==> src/rtl/instruction_bus_pkg.sv <==
// rtl/instruction_bus_pkg.sv - shared constants and types for the instruction BRAM bus
package instruction_bus_pkg;

  localparam int INSTR_OP_SIZE      = 8;
  localparam int INSTR_READ_LATENCY = 2;
  localparam int INSTR_NUM_READERS  = 2;

  // Read-return pipe entry at the default reader count. Modules with a
  // different reader count declare their own parameter-sized copy.
  typedef struct packed {
    logic                         valid;
    logic [INSTR_NUM_READERS-1:0] owner;
  } pipe_entry_t;

  // Pointer width that stays legal for a single requester.
  function automatic int ptr_width(input int n);
    return (n > 1) ? $clog2(n) : 1;
  endfunction

endpackage

==> src/rtl/instruction_bram_arbiter_rr_arbiter.sv <==
// rtl/instruction_bram_arbiter_rr_arbiter.sv - round-robin grant over the fetch readers
//
// Ports:
//   clk_in, rst_in : clock, asynchronous active-high reset
//   req            : per-reader request vector
//   advance        : a read is being issued this cycle; move the pointer
//   grant          : one-hot grant (combinational), zero when nothing requests
module rr_arbiter
  import instruction_bus_pkg::*;
#(
  parameter int NUM_READERS = INSTR_NUM_READERS
) (
  input  logic                   clk_in,
  input  logic                   rst_in,
  input  logic [NUM_READERS-1:0] req,
  input  logic                   advance,
  output logic [NUM_READERS-1:0] grant
);

  localparam int PTR_W = ptr_width(NUM_READERS);

  logic [PTR_W-1:0] ptr;
  logic [PTR_W-1:0] gnt_idx;
  logic             found;

  // Search starts one past the last served reader so every requester is
  // reached within NUM_READERS read grants. With one reader this reduces to
  // grant = req.
  always_comb begin
    grant   = '0;
    gnt_idx = ptr;
    found   = 1'b0;
    for (int k = 1; k <= NUM_READERS; k++) begin
      if (!found && req[(int'(ptr) + k) % NUM_READERS]) begin
        found                                   = 1'b1;
        grant[(int'(ptr) + k) % NUM_READERS]    = 1'b1;
        gnt_idx = PTR_W'((int'(ptr) + k) % NUM_READERS);
      end
    end
  end

  // Reset to the last index so reader0 is first after reset.
  always_ff @(posedge clk_in or posedge rst_in) begin
    if (rst_in) begin
      ptr <= PTR_W'(NUM_READERS - 1);
    end else if (advance && found) begin
      ptr <= gnt_idx;
    end
  end

endmodule

==> src/rtl/instruction_bram_arbiter.sv <==
// rtl/instruction_bram_arbiter.sv - shares one single-port instruction BRAM between fetch readers and a program-load writer
//
// Ports:
//   clk_in, rst_in      : clock, asynchronous active-high reset
//   rd_valid_in         : per-reader read request
//   rd_addr_in          : packed read addresses, reader i at [i*ADDR_SIZE +: ADDR_SIZE]
//   rd_ready_out        : one-hot read grant
//   rd_data_out         : shared read-return data
//   rd_resp_valid_out   : one-hot owner of rd_data_out this cycle
//   wr_valid_in/addr/data, wr_ready_out : program-load write port
//   bram_addr/din/we/regce, bram_dout   : BRAM interface
module instruction_bram_arbiter
  import instruction_bus_pkg::*;
#(
  parameter int  ADDRS        = 256,
  parameter int  OP_SIZE      = INSTR_OP_SIZE,
  parameter int  NUM_READERS  = INSTR_NUM_READERS,
  parameter int  READ_LATENCY = INSTR_READ_LATENCY,
  parameter int  MAX_WR_BURST = 4,
  localparam int ADDR_SIZE    = $clog2(ADDRS)
) (
  input  logic                             clk_in,
  input  logic                             rst_in,
  input  logic [NUM_READERS-1:0]           rd_valid_in,
  input  logic [NUM_READERS*ADDR_SIZE-1:0] rd_addr_in,
  output logic [NUM_READERS-1:0]           rd_ready_out,
  output logic [OP_SIZE-1:0]               rd_data_out,
  output logic [NUM_READERS-1:0]           rd_resp_valid_out,
  input  logic                             wr_valid_in,
  input  logic [ADDR_SIZE-1:0]             wr_addr_in,
  input  logic [OP_SIZE-1:0]               wr_data_in,
  output logic                             wr_ready_out,
  output logic [ADDR_SIZE-1:0]             bram_addr,
  output logic [OP_SIZE-1:0]               bram_din,
  output logic                             bram_we,
  output logic                             bram_regce,
  input  logic [OP_SIZE-1:0]               bram_dout
);

  localparam int CNT_W = $clog2(MAX_WR_BURST + 1);

  typedef struct packed {
    logic                   valid;
    logic [NUM_READERS-1:0] owner;
  } rd_pipe_entry_t;

  logic                   any_rd;
  logic                   wr_grant;
  logic                   rd_grant;
  logic [NUM_READERS-1:0] rr_grant;
  logic [CNT_W-1:0]       burst_cnt;
  logic [ADDR_SIZE-1:0]   last_addr;
  logic [ADDR_SIZE-1:0]   rd_sel_addr;
  rd_pipe_entry_t         pipe [READ_LATENCY];
  rd_pipe_entry_t         pipe_out;

  assign any_rd = |rd_valid_in;

  // Writes win unless they have already taken MAX_WR_BURST grants in a row
  // while a reader waits. Grants are masked during reset so a write that
  // lines up with reset never reaches the BRAM.
  assign wr_grant = !rst_in && wr_valid_in &&
                    ((burst_cnt < CNT_W'(MAX_WR_BURST)) || !any_rd);
  assign rd_grant = !rst_in && !wr_grant && any_rd;

  rr_arbiter #(
    .NUM_READERS(NUM_READERS)
  ) u_rr (
    .clk_in (clk_in),
    .rst_in (rst_in),
    .req    (rd_valid_in),
    .advance(rd_grant),
    .grant  (rr_grant)
  );

  always_comb begin
    rd_sel_addr = '0;
    for (int i = 0; i < NUM_READERS; i++) begin
      if (rr_grant[i]) begin
        rd_sel_addr = rd_addr_in[i*ADDR_SIZE +: ADDR_SIZE];
      end
    end
  end

  assign rd_ready_out = rd_grant ? rr_grant : '0;
  assign wr_ready_out = wr_grant;
  assign bram_we      = wr_grant;
  assign bram_din     = rst_in ? '0 : wr_data_in;
  assign bram_regce   = 1'b1;

  // Idle cycles keep the last issued address on the BRAM to avoid needless
  // address toggling.
  always_comb begin
    bram_addr = last_addr;
    if (wr_grant) begin
      bram_addr = wr_addr_in;
    end else if (rd_grant) begin
      bram_addr = rd_sel_addr;
    end
  end

  always_ff @(posedge clk_in or posedge rst_in) begin
    if (rst_in) begin
      last_addr <= '0;
    end else if (wr_grant || rd_grant) begin
      last_addr <= bram_addr;
    end
  end

  // Burst counter saturates; any read grant or an idle write port restarts it.
  always_ff @(posedge clk_in or posedge rst_in) begin
    if (rst_in) begin
      burst_cnt <= '0;
    end else if (rd_grant || !wr_valid_in) begin
      burst_cnt <= '0;
    end else if (wr_grant && (burst_cnt < CNT_W'(MAX_WR_BURST))) begin
      burst_cnt <= burst_cnt + CNT_W'(1);
    end
  end

  // Response tag pipe mirrors the BRAM read latency so the tag at the tail
  // lines up with bram_dout for the same issue cycle.
  always_ff @(posedge clk_in or posedge rst_in) begin
    if (rst_in) begin
      for (int i = 0; i < READ_LATENCY; i++) begin
        pipe[i] <= '0;
      end
    end else begin
      pipe[0] <= '{valid: rd_grant, owner: rd_ready_out};
      for (int i = 1; i < READ_LATENCY; i++) begin
        pipe[i] <= pipe[i-1];
      end
    end
  end

  assign pipe_out          = pipe[READ_LATENCY-1];
  assign rd_resp_valid_out = pipe_out.valid ? pipe_out.owner : '0;
  assign rd_data_out       = pipe_out.valid ? bram_dout : '0;

endmodule

==> config.mk <==
export PLATFORM = sky130hd
export DESIGN_NAME = instruction_bram_arbiter
export DESIGN_NICKNAME = d
export VERILOG_FILES = /design/src/rtl/instruction_bus_pkg.sv /design/src/rtl/instruction_bram_arbiter_rr_arbiter.sv /design/src/rtl/instruction_bram_arbiter.sv
export SDC_FILE = /design/constraint.sdc
export NUM_CORES = 1
export LEC_CHECK = 0
export ABC_CLOCK_PERIOD_IN_PS = 5500
export CAP_MARGIN = 25
export CELL_PAD_IN_SITES_DETAIL_PLACEMENT = 1
export CELL_PAD_IN_SITES_GLOBAL_PLACEMENT = 1
export CORE_MARGIN = 3
export CORE_UTILIZATION = 26
export DETAILED_ROUTE_END_ITERATION = 12
export PLACE_DENSITY_LB_ADDON = 0.1
export SETUP_SLACK_MARGIN = 0.5
export SLEW_MARGIN = 15
export SYNTH_ARGS = -nofsm -noshare
export SYNTH_HDL_FRONTEND = slang
export SYNTH_HIERARCHICAL = 1
export SYNTH_SLANG_ARGS = --single-unit
==> constraint.sdc <==
create_clock -name clk_in -period 5.5 [get_ports clk_in]
set_input_delay 1.1 -clock clk_in [delete_from_list [all_inputs] [get_ports clk_in]]
set_output_delay 1.1 -clock clk_in [all_outputs]
set_load 0.02 [all_outputs]
==> results of run 1 <==
==> synth_stat cells <==
library cell	count
a21oi_1	3
o31ai_2	1
a2111oi_1	7
o21ai_1	1
o31ai_1	1
nor2b_1	9
clkbuf_2	1
a2111oi_2	1
and3_1	1
buf_2	4
conb_1	1
and2_1	12
o21ai_0	1
a31oi_1	1
dfrtp_1	17
nor2_1	4
dfstp_2	1
ha_1	1
inv_1	3
nand2_1	9
nand3b_1	8
a221o_1	16
xnor2_1	1
a21boi_1	1
a21boi_0	1
nor3_1	1
buf_4	2
clkbuf_1	3
==> power by group <==
| part | switching (mW) | leakage [nW] | internal [mW] | total (mW) |
|---|---|---|---|---|
| Combinational | 0.0640 | 0.499 | 0.0795 | 0.143 |
| Sequential | 0.00854 | 0.233 | 0.147 | 0.155 |
| Clock | 0.0437 | 0.0288 | 0.0636 | 0.107 |
==> state kept, by name, indices dropped and copies added, names as in the netlist <==
signal     flops
burst_cnt      3
last_addr      8
u_rr/ptr       1
pipe           6
==> worst min path at each step <==
stage | cells past startpoint | end | slack (ns) | start
global route | 0 | pipe[1] | 0.36 | pipe[4]
finish | 0 | pipe[1] | 0.35 | pipe[4]
detailed placement | 0 | pipe[1] | 0.34 | pipe[4]
global placement | 0 | pipe[1] | 0.33 | pipe[4]
floorplan | 0 | pipe[0] | 0.33 | pipe[3]
CTS | 0 | pipe[1] | 0.35 | pipe[4]
==> kinds of logic (layout without fill, tap and decap cells) <==
logic type / after synthesis / in the layout
and+or+nand+nor: 44 / 44
AOI/OAI and AO/OA: 34 / 34
DFF: 18 / 18
buffers and inverters: 13 / 85
adders and majority gates: 1 / 1
other: 1 / 1
xor gates and xnor gates: 1 / 1
==> placed cells by master (no fill, tap or decap), types with 3 or more instances in the layout <==
cell type and n:
nor2b_1 9, nand2_1 9, clkbuf_8 4, a2111oi_1 7, inv_1 3, buf_4 4, nor2_1 4, and2_1 12
nand3b_1 8, a221o_1 16, dfrtp_1 17, a21oi_1 3, clkdlybuf4s50_1 74
==> layer usage <==
layer / vias to the layer above / wire length [um] / global-route usage
met3: 5 / 203 / 0.0170
met5: - / 0 / 0
met1: 547 / 1640 / 0.192
met2: 47 / 1800 / 0.246
li1: 564 / - / -
met4: 0 / 55 / 0.0564
==> per-stage QoR <==
stage                     total power, mW  hold WS, ns  instances  utilization
after detailed placement            0.301        0.339        229        0.463
final                               0.406        0.348        234        0.479
after CTS                           0.409        0.348        233        0.476
after global routing                0.430        0.362        234        0.479
after global placement              0.297        0.334        229        0.463
after floorplan                     0.227        0.331        112            -
==> timing repair <==
item                                   in CTS  in global routing
endpoints found under the hold margin       0                  0
hold buffers                                0                  0
setup endpoints to repair                   0                  7
gates resized for setup                     0                  1
==> cell type report <==
| type | count | share of cell area |
|---|---|---|
| Timing Repair Buffer | 78 | 0.397 |
| Multi-Input combinational cell | 81 | 0.305 |
| Sequential cell | 18 | 0.232 |
| Tap cell | 50 | 0.0322 |
| Clock buffer | 4 | 0.0283 |
| Inverter | 3 | 0.00580 |
==> run metrics, run 1 <==
multiplexer share of the synthesized area 0; routability congestion estimate from global placement 0.809; simple-gate portion of the synthesized area 0.228; core region area 0.00406 mm2; GRT Resource Usage Total 0.146; area of all sequential standard cells 452 um2; most used cell along the critical path clkdlybuf4s50_1; synthesized instance count about 110; root buffer selected by CTS clkbuf_8; hold violation count in the final report 0; setup repair after global routing missed its margin no; worst clock skew on the final layout 0.00319 ns; endpoint of the most critical register-to-register path last_addr[3]; Worst Setup Slack, final 0.703 ns; synthesized netlist net count ~160; ordered list of cells on the worst path clkdlybuf4s50_1, a21boi_2, nand3b_1, a2111oi_1, a221o_1, clkdlybuf4s50_1; worst reg-to-reg setup slack 3.47 ns; instance count on the critical path 6; clock-pin slew on the worst setup and hold paths about 0.07 ns; IO Pins 76; initial core utilization 0.272; fraction of layout instances using a drive strength above 1 0.0652; # Max-Cap Violations 0; highest clock frequency the design can meet 208 MHz; number of antenna-violating nets in the routed design 0; worst reg2reg path startpoint u_rr/ptr; largest family of logic cells by synthesized area compound AO/OA/AOI/OAI gates; drt via density 4.97; pin count of the biggest net entering global routing 22; Remaining Overflow, GRT 0; Critical Path Source Type input port; total number of clock tree sinks 18; number of rows in the core area 23; final max-slew violation count 0; Setup violations, final 0; fraction of post-synthesis cell area in the top cell type by area 0.386; multi-input logic area 592 um2; DIE WIDTH 71.1 um; number of vias after detailed routing 1163; CTS Buf Count 3; final-layout setup total negative slack 0 ns; number of global-route vias before repair 1147; number of buffers and inverters on the critical path 2; headroom to the max-slew limit 0.481; top cells by area in the synthesized netlist dfrtp_1 (39%), a221o_1 (15%), and2_1 (6.8%), a2111oi_1 (6.4%), nand3b_1 (5.4%); total wire length after detailed routing about 3700 um; maximum count of clock buffers along a single path 2; synthesized-area fraction occupied by adder cells 0.0114; proportion of synthesized chip area in sequential cells 0.410; HPWL Detailed 2980 um; crit path capture type output port; Routed wire per std cell around 16 um; Starting DRT DRC Count 41; full die area around 0.0051 mm2; layout net count 231; compound-gate portion of the synthesized area 0.283; number of antenna violations at the first check in global routing 0; setup slack at placement 0.518 ns; pwr dens around 210 mW/mm2; number of design rule violations left after detail routing 0; first-pass GRT wire length around 5900 um; highest fanout seen on the critical path 9; library cell contributing the largest single delay on the critical path a2111oi_1; number of iterations in the first detailed-routing pass 4; status finished, final reports clean; finished layout cell area 0.00194 mm2; area growth from synthesis to layout 76.3%; dominant delay contributor by cell family on the critical path compound AO/OA/AOI/OAI gates; timing startpoint of the critical path rd_valid_in[0]; number of diodes 0; dpl cell area 0.00188 mm2; Synth Warn # 6; worst-case reg-to-reg path depth 5; top cell type by total area after synthesis dfrtp_1; total number of H-tree levels 1; register bit total from synthesis 18; delay of the slowest cell on the worst path 0.70 ns; filler cell count 454; Critical Path Sink bram_addr[3]; actual transition at the worst max-transition pin 0.777 ns; Mapped Area 0.00110 mm2; leakage power between 0.7 and 0.8 nW; Arrival @ worst endpoint ~3.7 ns; height of the die about 71 um; number of port buffers 74; required time of the critical path 4.40 ns; average instance area after synthesis 9.84 um2; min-delay worst type reg -> reg; count of unique library cells instantiated by Yosys 28; total setup buffers inserted after CTS 0; Final Cycle Share 0.872; IR drop worst, VDD approximately 0.087 mV; xor and xnor fraction of the mapped netlist area 0.00795; Clock Latency Late Sink 0.25 ns; clock tree from TritonCTS done; Final min period around 4.8 ns; Setup Crit Path Kind in -> out
Power figures use the tool's default switching activity.
==> run 2: changes to the inputs <==
--- a/config.mk
+++ b/config.mk
@@ -14,7 +14,7 @@
 export DETAILED_ROUTE_END_ITERATION = 12
 export PLACE_DENSITY_LB_ADDON = 0.1
 export SETUP_SLACK_MARGIN = 0.5
-export SLEW_MARGIN = 15
+export SLEW_MARGIN = 30
 export SYNTH_ARGS = -nofsm -noshare
 export SYNTH_HDL_FRONTEND = slang
 export SYNTH_HIERARCHICAL = 1
==> run metrics, run 2 (synthesized netlist as in run 1, its figures left out) <==
worst reg-to-reg setup slack 3.49 ns (was 3.47 ns); Starting DRT DRC Count 45 (was 41); combinational fraction of design power 0.359 (was 0.353); pwr dens 208 mW/mm2 (was 209 mW/mm2); Clock Latency Late Sink 0.25 ns (about the same); number of iterations in the first detailed-routing pass 4 (unchanged); number of rows in the core area 23 (unchanged); setup repair after global routing missed its margin no (unchanged); leading cell types in the layout, fill and taps excluded clkdlybuf4s50_1 (74), dfrtp_1 (17), a221o_1 (16) (unchanged); internal power contribution 0.290 mW (about the same); number of antenna-violating nets in the routed design 0 (unchanged); # Max-Cap Violations 0 (unchanged); clock network fraction of total power 0.259 (was 0.264); multi-input logic area 616 um2 (was 592 um2); hold violation count in the final report 0 (unchanged); largest registers last_addr: 8 flops, pipe: 6 flops, burst_cnt: 3 flops (unchanged); DIE WIDTH 71.1 um (unchanged); layout net count 230 (was 231); worst reg2reg path startpoint u_rr/ptr (unchanged); required time of the critical path 4.40 ns (about the same); register name with the most flops last_addr (unchanged); Worst Setup Slack, final 0.650 ns (was 0.703 ns); number of vias after detailed routing 1173 (was 1163); full die area 0.00506 mm2 (unchanged); worst-case reg-to-reg path depth 5 (unchanged); CTS Buf Count 3 (unchanged); Final Cycle Share 0.882 (was 0.872); worst clock skew on the final layout 0.00414 ns (was 0.00319 ns); clock-pin slew on the worst setup and hold paths 0.07 ns (about the same); Critical Path Source Type input port (unchanged); min-delay worst type reg -> reg (unchanged); Remaining Overflow, GRT 0 (unchanged); Arrival @ worst endpoint 3.75 ns (was 3.70 ns); clock tree from TritonCTS done (unchanged); delay of the slowest cell on the worst path 0.64 ns (was 0.70 ns); total number of clock tree sinks 18 (unchanged); drt via density 5.03 (was 4.97); total number of H-tree levels 1 (unchanged); ordered list of cells on the worst path clkdlybuf4s50_1, a21boi_2, nand3b_1, a2111oi_1, a221o_1, clkdlybuf4s50_1 (unchanged); Switch Pwr 0.117 mW (was 0.116 mW); total setup buffers inserted after CTS 0 (unchanged); Setup violations, final 0 (unchanged); Largest register FFs 8 (unchanged); number of port buffers 74 (unchanged); Setup Crit Path Kind in -> out (unchanged); library cell contributing the largest single delay on the critical path a2111oi_1 (unchanged); final-layout setup total negative slack 0 ns (unchanged); actual transition at the worst max-transition pin 0.874 ns (was 0.777 ns); fraction of layout instances using a drive strength above 1 0.0765 (was 0.0652); highest fanout seen on the critical path 9 (unchanged); HPWL Detailed 3000 um (was 2980 um); headroom to the max-slew limit 0.416 (was 0.481); IO Pins 76 (unchanged); highest clock frequency the design can meet 206 MHz (was 208 MHz); number of design rule violations left after detail routing 0 (unchanged); final max-slew violation count 0 (unchanged); switching power as a share of total power 0.288 (was 0.286); sequential share of power 0.382 (was 0.383); timing startpoint of the critical path rd_valid_in[0] (unchanged); GRT Resource Usage Total 0.145 (was 0.146); root buffer selected by CTS clkbuf_8 (unchanged); number of diodes 0 (unchanged); total wire length after detailed routing 3670 um (was 3700 um); status finished, final reports clean (unchanged); area growth from synthesis to layout 77.8% (was 76.3%); number of antenna violations at the first check in global routing 0 (unchanged); setup slack at placement 0.465 ns (was 0.518 ns); most frequent standard cell in the layout excluding fill and tap cells clkdlybuf4s50_1 (unchanged); area of all sequential standard cells 452 um2 (unchanged); leakage power 0.759 nW (was 0.760 nW); Routed wire per std cell 15.8 um (about the same); routability congestion estimate from global placement 0.809 (unchanged); crit path capture type output port (unchanged); first-pass GRT wire length 5940 um (was 5890 um); number of global-route vias before repair 1178 (was 1147); maximum count of clock buffers along a single path 2 (unchanged); height of the die 71.1 um (unchanged); initial core utilization 0.272 (unchanged); most used cell along the critical path clkdlybuf4s50_1 (unchanged); IR drop worst, VDD 0.0893 mV (was 0.0871 mV); pin count of the biggest net entering global routing 22 (unchanged); endpoint of the most critical register-to-register path last_addr[0] (was last_addr[3]); core region area 0.00406 mm2 (unchanged); Final min period 4.85 ns (was 4.80 ns); Critical Path Sink bram_addr[0] (was bram_addr[3]); filler cell count 449 (was 454)
[run 2: what timing repair did]
action	CTS	global route
gates cloned	0	0
hold buffers	0	0
setup endpoints to repair	5	3
gates resized for setup	1	3
[run 2: routing by layer]
metal	routed length, um	global-route usage
met1	1690	0.197
met2	1760	0.244
met5	0	0
met4	21	0.0376
met3	195	0.0156
[run 2: cell type report]
type	count	share of cell area
timing repair buffer	77	0.390
inverter	3	0.00575
tap	50	0.0319
clock buffer	4	0.0281
sequential	18	0.231
multi-input combinational	81	0.314
[run 2: through the flow]
step                      hold slack (ns)  std cells  area [um2]  utilization  power, mW
after floorplan                     0.331        112        1100            -      0.227
after CTS                           0.359        233        1940        0.479      0.409
final                               0.354        233        1960        0.483      0.407
after global placement              0.334        229        1880        0.463      0.297
after detailed placement            0.339        229        1890        0.465      0.302
after global routing                0.364        233        1960        0.483      0.431
[run 2: worst min-delay path by stage]
stage,cells past startpoint,to,from,slack [ns]
final,0,pipe[2],pipe[5],0.35
after global routing,0,pipe[2],pipe[5],0.36
after CTS,0,pipe[2],pipe[5],0.36
after detailed placement,0,pipe[1],pipe[4],0.34
after global placement,0,pipe[1],pipe[4],0.33
after floorplan,0,pipe[0],pipe[3],0.33
[run 2: power groups by stage]
| stage | Clock [mW] | Sequential (mW) | Combinational (mW) |
|---|---|---|---|
| 2_1_floorplan | 0 | 0.155 | 0.0724 |
| 3_3_place_gp | 0 | 0.157 | 0.140 |
| 3_5_place_dp | 0 | 0.157 | 0.145 |
| 4_1_cts | 0.108 | 0.155 | 0.145 |
| 5_1_grt | 0.117 | 0.157 | 0.157 |
| 6_report | 0.106 | 0.156 | 0.146 |
[run 2: critical path, delay by kind of cell]
kind / cells / cell delay [ns]
AOI/OAI and AO/OA: 3 / 1.28
and+or+nand+nor: 1 / 0.13
buffers and inverters: 2 / 1.24
==> run 3: changes to the inputs <==
--- a/config.mk
+++ b/config.mk
@@ -5,12 +5,13 @@
 export SDC_FILE = /design/constraint.sdc
 export NUM_CORES = 1
 export LEC_CHECK = 0
-export ABC_CLOCK_PERIOD_IN_PS = 5500
+export ABC_CLOCK_PERIOD_IN_PS = 3900
 export CAP_MARGIN = 25
 export CELL_PAD_IN_SITES_DETAIL_PLACEMENT = 1
 export CELL_PAD_IN_SITES_GLOBAL_PLACEMENT = 1
 export CORE_MARGIN = 3
-export CORE_UTILIZATION = 26
+export CORE_UTILIZATION = 22
+export CTS_CLUSTER_SIZE = 28
 export DETAILED_ROUTE_END_ITERATION = 12
 export PLACE_DENSITY_LB_ADDON = 0.1
 export SETUP_SLACK_MARGIN = 0.5
==> constraint.sdc (replaced) <==
create_clock -name clk_in -period 3.9 [get_ports clk_in]
set_input_delay 0.78 -clock clk_in [delete_from_list [all_inputs] [get_ports clk_in]]
set_output_delay 0.78 -clock clk_in [all_outputs]
set_load 0.02 [all_outputs]
==> run metrics, run 3 (synthesized netlist as in run 1, its figures left out) <==
total wire length after detailed routing 4050 um (was 3670 um); leakage power 0.926 nW (was 0.759 nW); total number of H-tree levels 1 (unchanged); # Max-Cap Violations 0 (unchanged); most frequent standard cell in the layout excluding fill and tap cells clkdlybuf4s50_1 (unchanged); number of rows in the core area 25 (was 23); number of antenna-violating nets in the routed design 0 (unchanged); sequential share of power 0.358 (was 0.382); first-pass GRT wire length 6470 um (was 5940 um); setup repair after global routing missed its margin no (unchanged); Final Cycle Share 0.842; Setup Crit Path Kind in -> out (unchanged); highest clock frequency the design can meet 304 MHz; delay of the slowest cell on the worst path 0.50 ns (was 0.64 ns); HPWL Detailed 3100 um (was 3000 um); maximum count of clock buffers along a single path 2 (unchanged); endpoint of the most critical register-to-register path last_addr[5] (was last_addr[0]); filler cell count 541 (was 449); IO Pins 76 (unchanged); cts hold-fix bufs 0 (unchanged); hold violation count in the final report 0 (unchanged); ordered list of cells on the worst path clkdlybuf4s50_1, nor2b_4, a2111oi_4, buf_4, a221o_1, clkdlybuf4s15_2 (was clkdlybuf4s50_1, a21boi_2, nand3b_1, a2111oi_1, a221o_1, clkdlybuf4s50_1); Largest register FFs 8 (unchanged); Hold Crit Depth 0 (unchanged); actual transition at the worst max-transition pin 0.552 ns (was 0.874 ns); total number of clock tree sinks 18 (unchanged); Arrival @ worst endpoint 2.50 ns (was 3.75 ns); worst-case reg-to-reg path depth 8 (was 5); number of iterations in the first detailed-routing pass 4 (unchanged); internal power contribution 0.431 mW (was 0.290 mW); clock network fraction of total power 0.246 (was 0.259); fraction of layout instances using a drive strength above 1 0.249 (was 0.0765); Final Hold Slack 0.346 ns (was 0.354 ns); crit path capture type output port (unchanged); library cell contributing the largest single delay on the critical path nor2b_4 (was a2111oi_1); worst clock skew on the final layout 0.00994 ns (was 0.00414 ns); worst reg2reg path startpoint u_rr/ptr (unchanged); register name with the most flops last_addr (unchanged); GRT Resource Usage Total 0.134 (was 0.145); leading cell types in the layout, fill and taps excluded clkdlybuf4s50_1 (62), buf_4 (22), dfrtp_1 (17) (was clkdlybuf4s50_1 (74), dfrtp_1 (17), a221o_1 (16)); Critical Path Source Type input port (unchanged); highest fanout seen on the critical path 10 (was 9); number of port buffers 74 (unchanged); dpl cell area 0.00200 mm2 (was 0.00189 mm2); final-layout setup total negative slack 0 ns (unchanged); clock tree from TritonCTS done (unchanged); Setup violations, final 0 (unchanged); Switch Pwr 0.183 mW (was 0.117 mW); area growth from synthesis to layout 106% (was 77.8%); root buffer selected by CTS clkbuf_8 (unchanged); switching power as a share of total power 0.298 (was 0.288); Remaining Overflow, GRT 0 (unchanged); routability congestion estimate from global placement 0.755 (was 0.809); required time of the critical path 3.12 ns (was 4.40 ns); core region area 0.00479 mm2 (was 0.00406 mm2); pwr dens 270 mW/mm2 (was 208 mW/mm2); DIE WIDTH 76.8 um (was 71.1 um); layout net count 252 (was 230); IR drop worst, VDD 0.119 mV (was 0.0893 mV); worst hold path startpoint pipe[3] (was pipe[5]); number of design rule violations left after detail routing 0 (unchanged); status finished, final reports clean (unchanged); Routed wire per std cell 14.9 um (was 15.8 um); full die area 0.00590 mm2 (was 0.00506 mm2); Starting DRT DRC Count 31 (was 45); worst reg-to-reg setup slack 1.93 ns (was 3.49 ns); number of vias after detailed routing 1256 (was 1173); pin count of the biggest net entering global routing 20 (was 22); CTS Buf Count 3 (unchanged); number of global-route vias before repair 1287 (was 1178); final max-slew violation count 0 (unchanged); finished layout cell area 0.00227 mm2 (was 0.00196 mm2); Clock Latency Late Sink 0.25 ns (about the same); largest registers last_addr: 8 flops, pipe: 6 flops, burst_cnt: 3 flops (unchanged); number of antenna violations at the first check in global routing 0 (unchanged); height of the die 76.8 um (was 71.1 um); number of diodes 0 (unchanged); Final min period between 3 and 4 ns; headroom to the max-slew limit 0.631 (was 0.416); clock-pin slew on the worst setup and hold paths 0.06 ns (was 0.07 ns); min-delay worst type reg -> reg (unchanged); drt via density 4.62 (was 5.03); combinational fraction of design power 0.396 (was 0.359); worst hold path endpoint pipe[0] (was pipe[2]); initial core utilization 0.230 (was 0.272)
[run 3: changes by cell type in the layout (fill, tap and decap cells not counted), sizes merged]
cell           previous run  this run
buf                       3        28
clkdlybuf4s50            74        62
clkdlybuf4s15             0         4
dlygate4sd2               0         2
dlymetal6s2s              0         2
clkbuf                    4         5
[run 3: worst max path at each step]
stage | from | endpoint | slack [ns] | cells past startpoint
finish | wr_valid_in | bram_addr[3] | 0.62 | 6
CTS | rd_valid_in[0] | bram_addr[2] | 0.34 | 8
global route | rst_in | bram_addr[4] | 0.52 | 7
detailed placement | rd_valid_in[0] | bram_addr[2] | -0.08 | 8
floorplan | rst_in | bram_addr[0] | 0.99 | 5
global placement | rd_valid_in[0] | bram_addr[2] | -0.05 | 8
[run 3: per-stage QoR]
step | utilization | worst slack, ns | std cells | power [mW]
after detailed placement | 0.417 | -0.0805 | 259 | 0.435
after global placement | 0.417 | -0.0536 | 259 | 0.429
final | 0.475 | 0.616 | 272 | 0.614
after CTS | 0.453 | 0.345 | 264 | 0.599
after global routing | 0.475 | 0.523 | 272 | 0.650
after floorplan | - | 0.995 | 112 | 0.321
[run 3: per-layer routing]
| metal | track usage | share of wire | up-vias |
|---|---|---|---|
| met5 | 0 | 0 | - |
| met4 | 0.0453 | 0.010 | 0 |
| met3 | 0.0352 | 0.069 | 4 |
| met2 | 0.228 | 0.51 | 53 |
| met1 | 0.162 | 0.41 | 594 |
| li1 | - | - | 605 |
[run 3: area by class of cell]
class,count,area [um2],share of cell area
timing repair buffer,99,947,0.417
multi-input combinational,81,722,0.318
sequential,18,452,0.199
tap,67,83.8,0.0369
clock buffer,4,55.1,0.0242
inverter,3,11.3,0.00496
[run 3: worst max-delay path, delay by kind of cell]
| kind | cells | cell delay [ns] |
|---|---|---|
| buffers and inverters | 3 | 0.89 |
| AND/OR/NAND/NOR | 1 | 0.50 |
| AO/OA/AOI/OAI | 2 | 0.32 |
[run 3: what timing repair did]
action                                  CTS  global route
buffers inserted                          1             8
endpoints found under the setup margin   12            10
cloned                                    0             0
resized for setup                        42            16
pin swaps                                 1             7
[run 3: power by group through the flow]
stage	clock, mW	sequential, mW	combinational [mW]
after floorplan	0	0.218	0.102
after global placement	0	0.221	0.208
after detailed placement	0	0.222	0.212
after CTS	0.156	0.219	0.224
after global routing	0.166	0.223	0.261
final	0.151	0.220	0.243
